`src/rtl/key_cond_pkg.sv`:
```
// key_cond_pkg: shared debouncer state encoding and default timing constants.
package key_cond_pkg;
    typedef enum logic [1:0] {S_LOW, S_RISE, S_HIGH, S_FALL} state_e;
    localparam int TICK_DIV_DEF = 10000;
    localparam int DEPTH_DEF    = 11;
    localparam int HOLD_DEF     = 1000;
endpackage

```
`src/rtl/tick_prescaler.sv`:
```
// tick_prescaler: divides the system clock into a registered one-cycle sample strobe.
module tick_prescaler
    import key_cond_pkg::*;
#(
    parameter int TICK_DIV = TICK_DIV_DEF
) (
    input  logic clk_i,
    input  logic rst_i,
    output logic tick_o
);
    localparam int PW = $clog2(TICK_DIV);
    localparam logic [PW-1:0] P_LAST = PW'(TICK_DIV - 1);
    logic [PW-1:0] pcnt_q, pcnt_d;
    logic          tick_q, tick_d;
    always_comb begin
        tick_d = pcnt_q == P_LAST;
        pcnt_d = tick_d ? '0 : pcnt_q + 1'b1;
    end
    always_ff @(posedge clk_i) begin
        if (rst_i) begin
            pcnt_q <= '0;
            tick_q <= 1'b0;
        end else begin
            pcnt_q <= pcnt_d;
            tick_q <= tick_d;
        end
    end
    assign tick_o = tick_q;
endmodule

```
`src/rtl/key_conditioner.sv`:
```
// key_conditioner: synchronises and debounces a push-button into level, press/release strobes and a long-press hold.
module key_conditioner
    import key_cond_pkg::*;
#(
    parameter int TICK_DIV   = TICK_DIV_DEF,
    parameter int DEPTH      = DEPTH_DEF,
    parameter int HOLD_TICKS = HOLD_DEF
) (
    input  logic mhz_i,
    input  logic reset_i,
    input  logic ps3_i,
    output logic level_o,
    output logic press_o,
    output logic release_o,
    output logic hold_o,
    output logic tick_o
);
    localparam int SW = $clog2(DEPTH + 1);
    localparam int HW = $clog2(HOLD_TICKS + 1);
    localparam logic [SW-1:0] S_LAST = SW'(DEPTH - 1);
    localparam logic [HW-1:0] H_MAX  = HW'(HOLD_TICKS);
    logic          s1_q, s2_q, tick;
    state_e        state_q, state_d;
    logic [SW-1:0] scnt_q, scnt_d;
    logic [HW-1:0] hcnt_q, hcnt_d;
    logic          level_q, level_d, press_q, press_d, release_q, release_d;
    tick_prescaler #(.TICK_DIV(TICK_DIV)) u_tick (
        .clk_i (mhz_i),
        .rst_i (reset_i),
        .tick_o(tick)
    );
    // scnt counts agreeing samples already seen, so the DEPTH-th one is the transition
    always_comb begin
        state_d   = state_q;
        scnt_d    = scnt_q;
        press_d   = 1'b0;
        release_d = 1'b0;
        if (tick) begin
            case (state_q)
                S_LOW: if (s2_q) begin
                    state_d = S_RISE;
                    scnt_d  = SW'(1);
                end
                S_RISE: if (!s2_q) begin
                    state_d = S_LOW;
                    scnt_d  = '0;
                end else if (scnt_q == S_LAST) begin
                    state_d = S_HIGH;
                    scnt_d  = '0;
                    press_d = 1'b1;
                end else scnt_d = scnt_q + 1'b1;
                S_HIGH: if (!s2_q) begin
                    state_d = S_FALL;
                    scnt_d  = SW'(1);
                end
                S_FALL: if (s2_q) begin
                    state_d = S_HIGH;
                    scnt_d  = '0;
                end else if (scnt_q == S_LAST) begin
                    state_d   = S_LOW;
                    scnt_d    = '0;
                    release_d = 1'b1;
                end else scnt_d = scnt_q + 1'b1;
                default: state_d = S_LOW;
            endcase
        end
        level_d = state_d == S_HIGH || state_d == S_FALL;
        // clearing on level_d drops hold together with release; gating on level_q skips the press tick
        hcnt_d  = !level_d ? '0 : (tick && level_q && hcnt_q != H_MAX) ? hcnt_q + 1'b1 : hcnt_q;
    end
    always_ff @(posedge mhz_i) begin
        if (reset_i) begin
            s1_q      <= 1'b0;
            s2_q      <= 1'b0;
            state_q   <= S_LOW;
            scnt_q    <= '0;
            hcnt_q    <= '0;
            level_q   <= 1'b0;
            press_q   <= 1'b0;
            release_q <= 1'b0;
        end else begin
            s1_q      <= ps3_i;
            s2_q      <= s1_q;
            state_q   <= state_d;
            scnt_q    <= scnt_d;
            hcnt_q    <= hcnt_d;
            level_q   <= level_d;
            press_q   <= press_d;
            release_q <= release_d;
        end
    end
    assign level_o   = level_q;
    assign press_o   = press_q;
    assign release_o = release_q;
    assign hold_o    = hcnt_q == H_MAX;
    assign tick_o    = tick;
endmodule
```
`config.mk`:
```
export PLATFORM = sky130hd
export DESIGN_NAME = key_conditioner
export DESIGN_NICKNAME = d
export VERILOG_FILES = /design/src/rtl/key_cond_pkg.sv /design/src/rtl/tick_prescaler.sv /design/src/rtl/key_conditioner.sv
export SDC_FILE = /design/constraint.sdc
export NUM_CORES = 1
export LEC_CHECK = 0
export CAP_MARGIN = 0
export CORE_MARGIN = 3
export CORE_UTILIZATION = 30
export CTS_BUF_LIST = sky130_fd_sc_hd__clkbuf_16
export DETAILED_ROUTE_END_ITERATION = 10
export HOLD_SLACK_MARGIN = 0.08
export SYNTH_ARGS = -nofsm -noshare
export SYNTH_HDL_FRONTEND = slang
export SYNTH_SLANG_ARGS = --single-unit
```
`constraint.sdc`:
```
create_clock -name mhz_i -period 2.25 [get_ports mhz_i]
set_input_delay 0.225 -clock mhz_i [delete_from_list [all_inputs] [get_ports mhz_i]]
set_output_delay 0.225 -clock mhz_i [all_outputs]
set_load 0.05 [all_outputs]
```
==> results of run 1 <==
## cell usage in the layout, fill, tap and decap left out, types with 2 or more instances in the layout
cell type         n
a31oi_1           2
and4_1            3
nor2b_1           2
dfxtp_1          36
clkbuf_16         5
inv_1            11
nand3_1          10
xor2_1            4
buf_4             4
nor2_1           31
a21oi_1           3
nand2_1          11
clkdlybuf4s50_1   6
nor4_1            6
ha_1              5
or4b_1            2
nand4_1           5
o21ai_0           3
nor3_1            5
xnor2_1          19
a211oi_1          2
## registers in the layout (all words and copies together), names as in the netlist
signal / count
level_o: 1
release_o: 1
s1_q: 1
press_o: 1
state_q: 2
hcnt_q: 10
u_tick.pcnt_q: 14
scnt_q: 4
u_tick.tick_o: 1
s2_q: 1
## how the worst max path moves through the flow
stage / endpoint / cells after the start / slack (ns) / startpoint
global placement: u_tick.pcnt_q[7]$_SDFF_PP0_ / 4 / 0.51 / u_tick.pcnt_q[7]$_SDFF_PP0_
finish: hold_o / 5 / 0.42 / hcnt_q[0]$_SDFFE_PP0P_
detailed placement: u_tick.pcnt_q[13]$_SDFF_PP0_ / 4 / 0.49 / u_tick.pcnt_q[7]$_SDFF_PP0_
CTS: hold_o / 5 / 0.42 / hcnt_q[0]$_SDFFE_PP0P_
global route: hold_o / 5 / 0.32 / hcnt_q[0]$_SDFFE_PP0P_
floorplan: hcnt_q[1]$_SDFFE_PP0P_ / 5 / 0.53 / u_tick.tick_o$_SDFF_PP0_
## where the power goes
group / leakage, nW / total (mW) / internal [mW] / switching, mW
Combinational: 0.264 / 0.0230 / 0.0109 / 0.0121
Sequential: 0.291 / 0.649 / 0.644 / 0.00497
Clock: 0.0687 / 0.650 / 0.402 / 0.248
Total: 0.624 / 1.32 / 1.06 / 0.266
## per-layer routing
metal | wire [µm] | global-route usage (%) | part of all wire, %
met1 | 1330 | 12.7 | 51
met2 | 1120 | 14.1 | 42
met3 | 101 | 3.51 | 3.8
met4 | 83 | 6.19 | 3.2
met5 | 0 | 0 | 0
## per-stage QoR
stage	total power [mW]	utilization [%]
after global routing	1.38	38.0
after CTS	1.34	38.0
final	1.32	38.0
after global placement	0.686	35.1
after floorplan	0.681	-
after detailed placement	0.686	35.1
## cell usage after synthesis (all sizes together) (3+ instances only)
master | count | share of area [%]
dfxtp | 36 | 45
nor2 | 31 | 7.3
xnor2 | 19 | 10
nand2 | 12 | 3.3
inv | 10 | 2.3
nand3 | 10 | 3.1
nor4 | 6 | 2.3
ha | 5 | 3.9
nand4 | 5 | 2.0
nor3 | 5 | 1.6
clkbuf | 4 | 1.6
xor2 | 4 | 2.2
a21oi | 3 | 0.94
and4 | 3 | 1.6
o21ai | 3 | 0.94
## worst register-to-register path, stage by stage, from the launching register on
cell and delay (ns):
dfxtp_1 0.34, or4b_1 0.53, or4_4 0.55, nand2_4 0.16
nor2_1 0.07
## final cells by class
class / count / area share [%]
Clock buffer: 5 / 6.67
Clock inverter: 3 / 0.800
Inverter: 10 / 2.00
Multi-Input combinational cell: 128 / 42.9
Sequential cell: 36 / 38.4
Tap cell: 67 / 4.47
Timing Repair Buffer: 10 / 4.80
## kinds of logic (layout without fill, tap and decap cells)
family,after synthesis,in the layout
multiplexers,1,1
flip-flops,36,36
AND/OR/NAND/NOR,86,86
AO/OA/AOI/OAI,13,13
adder cells (fa/ha/maj),5,5
XOR/XNOR,23,23
buffers and inverters,15,28
==> metrics.md, run 1 <==
| Metric | Value |
|---|---|
| Simple-gate area share of the yosys netlist | 28.1% |
| Post-Synth Adder-Cell Area | 3.90% |
| Critical-path top delay cell | dfxtp_1 |
| Fillers | 531 |
| R2r setup slk | 0.49 ns |
| Status | finished, final reports clean |
| Setup Viol. Count Final | 0 |
| Max Root-Sink Buffers | 2 |
| Worst path bufs/invs | 2 |
| Ant. Diodes | 0 |
| Post-synth EDFFs | 0 |
| Final worst slack | 0.423 ns |
| P per Cell Area | 704 mW/mm² |
| Placer Congestion | 0.792 |
| Share of layout cells above drive strength 1 | 6.77% |
| Max_cap viols | 0 |
| Synth warn | 0 |
| Async set-reset flop share out of synthesis | 0% |
| Post-Synthesis Cells | 179 |
| Layout Skew | 0.00516 ns |
| Seq. cell area | 721 µm² |
| Leak pwr | 0.624 nW |
| Arrival time worst endpoint | 1.60 ns |
| Worst R2R Start | u_tick.pcnt_q[7]$_SDFF_PP0_ |
| TritonCTS clock tree | yes |
| DR WL/cell | 10.2 µm |
| Clk Latency, worst-skew pair | 0.28 ns |
| DRC errors left | 0 |
| Worst VDD drop | 504 µV |
| Overall die width | 79.1 µm |
| Post-CTS Setup Bufs | 0 |
| Startpoint type of the worst setup path | flop |
| Combinational family with the most area after synthesis | simple AND/OR/NAND/NOR gates |
| Total of cells resized after clock tree synthesis | 0 |
| Hpwl dp | 1850 µm |
| Post-route insts no fill | 259 |
| Root Buffer | clkbuf_16 |
| First-pass GRT wire length | 4890 µm |
| DR iter-0 viols | 51 |
| Final Instance Area | 0.00188 mm² |
| Cell variety after synth | 36 |
| Final TNS setup | 0 ns |
| Placeable Area | 0.00494 mm² |
| Die Area | 0.00626 mm² |
| Worst Max-Slew Pin Slew | 0.497 ns |
| Top_reg_cell synth | dfxtp_1 |
| End of the worst hold path | s2_q$_SDFF_PP0_ |
| CP Data Required Time | 2.03 ns |
| Layout Nets | 199 |
| Synth Cell Area | 0.00160 mm² |
| Period utilisation layout | 81.2% |
| Synth Area in Compound Gates | 5.00% |
| Worst r2r path cells | 4 |
| Dpl cells | 251 |
| Seq/Total Area, Yosys | 45.0% |
| Chip height | 79.1 µm |
| Worst path top cell family by delay | simple AND/OR/NAND/NOR gates |
| RSZ-0062 raised after global routing | false |
| R2R Path End | u_tick.pcnt_q[11]$_SDFF_PP0_ |
| Delay of the slowest critical-path stage | 0.35 ns |
| Hold Path Class | reg2reg |
| Antenna violations before repair | 0 |
| Fin crit period | 1.83 ns |
| Seq cells post-synth | 36 |
| Vias/cell | 4.61 |
| First-pass iteration count of the detailed router | 3 |
| Hold buffers post-CTS | 0 |
| Pre-CTS setup slack | 0.488 ns |
| Multi-input logic area | 805 µm² |
| H-tree levels | 2 |
| Crit-path cells | inv_1, ha_1, nor4bb_1, and3_1, buf_4 |
| Slew margin rel. | 66.8% |
| Vias in the first global route | 1114 |
| Instance area at placement | 0.00174 mm² |
| Crit-path max FO | 5 |
| Fin Hold WS | 0.433 ns |
| Vias | 1193 |
| IO Pins | 8 |
| Detailed Route WL | 2630 µm |
| IO buf count | 7 |
| Post-synthesis mux area share | 0.625% |
| Synth Area in XOR/XNOR | 12.6% |
| Total global-route track usage | 9.95% |
| Hold Startpoint | s1_q$_SDFF_PP0_ |
| Mean area per synthesized cell | 8.95 µm² |
| Max Slew Vio Count | 0 |
| Setup CP Type | reg2out |
| WHS Path Cells | 1 |
| Area Growth Syn to Fin | 17.1% |
| CTS Buf Count | 5 |
| Grt ovf | 0 |
| FMAX | 0.547 GHz |
| Synthesized Nets | 187 |
| Pin count of the biggest net entering global routing | 15 |
| Worst-path clk slew | 0.06 ns |
| Hold Fails Final Rpt | 0 |
| Starting density of the core | 32.4% |
| Post-route ant nets | 0 |
| CTS sink cnt | 36 |
| Site row count | 25 |
| CP Capture Type | output port |
Power figures use the tool's default switching activity.
==> run 2, diff against run 1 <==
==> constraint.sdc (replaced) <==
create_clock -name mhz_i -period 1.8 [get_ports mhz_i]
set_input_delay 0.18 -clock mhz_i [delete_from_list [all_inputs] [get_ports mhz_i]]
set_output_delay 0.18 -clock mhz_i [all_outputs]
set_load 0.05 [all_outputs]
==> metrics.md, run 2 (synthesized netlist as in run 1, its figures left out) <==
| Metric | Value |
|---|---|
| Worst path top cell family by delay | simple AND/OR/NAND/NOR gates |
| Met1 wire length | 1450 µm |
| Worst Max-Slew Pin Slew | 0.499 ns |
| Slew margin rel. | 66.6% |
| Vias/cell | 4.75 |
| FMAX | 0.571 GHz |
| Pin count of the biggest net entering global routing | 13 |
| End of the worst hold path | s2_q$_SDFF_PP0_ |
| DR WL/cell | 11.2 µm |
| Hpwl dp | 1920 µm |
| Site row count | 25 |
| Antenna violations before repair | 0 |
| Fin crit period | 1.75 ns |
| Delay of the slowest critical-path stage | 0.57 ns |
| Period utilisation layout | 97.4% |
| Vias | 1253 |
| Crit. path cell count | 3 |
| Met2 WL | 1350 µm |
| Max_cap viols | 0 |
| R2r setup slk | 0.05 ns |
| Post-route ant nets | 0 |
| Worst VDD drop | 419 µV |
| Crit-path cells | or4b_1, or4_4, and3_2 |
| Starting density of the core | 32.4% |
| Instance area at placement | 0.00178 mm² |
| Hold Startpoint | s1_q$_SDFF_PP0_ |
| Fillers | 534 |
| Post-route insts no fill | 264 |
| Total global-route track usage | 10.4% |
| Max Root-Sink Buffers | 2 |
| DRC errors left | 0 |
| P per Cell Area | 913 mW/mm² |
| Top routing layer in use | met4 |
| WHS Path Cells | 1 |
| First-pass GRT wire length | 5040 µm |
| Startpoint type of the worst setup path | flop |
| Arrival time worst endpoint | 1.93 ns |
| Worst R2R Start | u_tick.pcnt_q[5]$_SDFF_PP0_ |
| Most frequent cells in the layout | dfxtp_1 (35), nor2_1 (31), xnor2_1 (19) |
| Ant. Diodes | 0 |
| Placer Congestion | 0.789 |
| Largest regs | u_tick.pcnt_q x14, hcnt_q x10, scnt_q x4 |
| Setup CP Type | reg2reg |
| Area Growth Syn to Fin | 23.9% |
| TritonCTS clock tree | yes |
| Commonest non-fill, non-tap cell in the layout | dfxtp_1 |
| WL met3 | 129 µm |
| Worst r2r path cells | 3 |
| Max FFs per register | 14 |
| Leak pwr | 0.668 nW |
| Layout Nets | 204 |
| Dpl cells | 255 |
| Setup Viol. Count Final | 0 |
| Die Area | 0.00626 mm² |
| Final TNS setup | 0 ns |
| Layout Skew | 0.00418 ns |
| Max Slew Vio Count | 0 |
| CTS Buf Count | 5 |
| CP Data Required Time | 1.97 ns |
| CP Capture Type | flop |
| Vias in the first global route | 1167 |
| Root Buffer | clkbuf_16 |
| Placeable Area | 0.00494 mm² |
| Share of layout cells above drive strength 1 | 12.7% |
| R2R Path End | u_tick.pcnt_q[1]$_SDFF_PP0_ |
| Clk Latency, worst-skew pair | 0.28 ns |
| Worst-path clk slew | 0.06 ns |
| IO Pins | 8 |
| Status | finished, final reports clean |
| H-tree levels | 2 |
| Hold Path Class | reg2reg |
| IO buf count | 7 |
| Hold Fails Final Rpt | 0 |
| Detailed Route WL | 2950 µm |
| Chip height | 79.1 µm |
| Critical-path top delay cell | or4_4 |
| Grt ovf | 0 |
| First-pass iteration count of the detailed router | 4 |
| CTS sink cnt | 36 |
| Fin Hold WS | 0.435 ns |
| Final Instance Area | 0.00199 mm² |
| Hold buffers post-CTS | 0 |
| DR iter-0 viols | 49 |
| Biggest register | u_tick.pcnt_q |
| Total power | 1.81 mW |
| Overall die width | 79.1 µm |
| Crit-path max FO | 4 |
| Worst path bufs/invs | 0 |
[run 2: cell type report]
cell class                 count  area (µm²)  share of cell area, %
sequential                    36         722                   36.4
clock inverter                 3        42.5                   2.14
inverter                      10        37.5                   1.89
timing repair buffer          15         138                   6.93
tap                           67        83.8                   4.22
clock buffer                   5         125                   6.30
multi-input combinational    128         837                   42.2
[run 2: how the worst max path moves through the flow]
stage | from | end | slack, ns
4_1_cts | hcnt_q[1]$_SDFFE_PP0P_ | hold_o | 0.04
6_report | u_tick.pcnt_q[5]$_SDFF_PP0_ | u_tick.pcnt_q[1]$_SDFF_PP0_ | 0.05
2_1_floorplan | u_tick.tick_o$_SDFF_PP0_ | hcnt_q[1]$_SDFFE_PP0P_ | 0.08
3_3_place_gp | u_tick.pcnt_q[5]$_SDFF_PP0_ | u_tick.pcnt_q[4]$_SDFF_PP0_ | 0.09
5_1_grt | hcnt_q[1]$_SDFFE_PP0P_ | hold_o | -0.007
3_5_place_dp | u_tick.pcnt_q[5]$_SDFF_PP0_ | u_tick.pcnt_q[5]$_SDFF_PP0_ | 0.05
[run 2: per-stage QoR]
| stage | worst slack, ns | utilization (%) |
|---|---|---|
| finish | 0.0474 | 40.2 |
| CTS | 0.0371 | 39.3 |
| floorplan | 0.0766 | - |
| global route | -0.00710 | 40.2 |
| detailed placement | 0.0506 | 35.9 |
| global placement | 0.0909 | 35.9 |
[run 2: worst register-to-register path, stage by stage, from the launching register on]
cell	delay, ns
dfxtp_1	0.34
or4b_1	0.51
or4_4	0.57
and3_2	0.23
[run 2: power breakdown]
group,switching (mW),internal [mW],total [mW]
Clock,0.321,0.649,0.971
Combinational,0.0167,0.0147,0.0315
Sequential,0.00644,0.805,0.811
[run 2: routing by layer]
metal,track usage (%),up-vias
li1,-,649
met2,15.2,21
met1,12.6,579
met3,4.99,4
met4,5.15,0
met5,0,-
[run 2: repair_timing]
| item | CTS | global route |
|---|---|---|
| endpoints found under the setup margin | 0 | 19 |
| gates resized for setup | 0 | 10 |
| setup buffers | 0 | 0 |
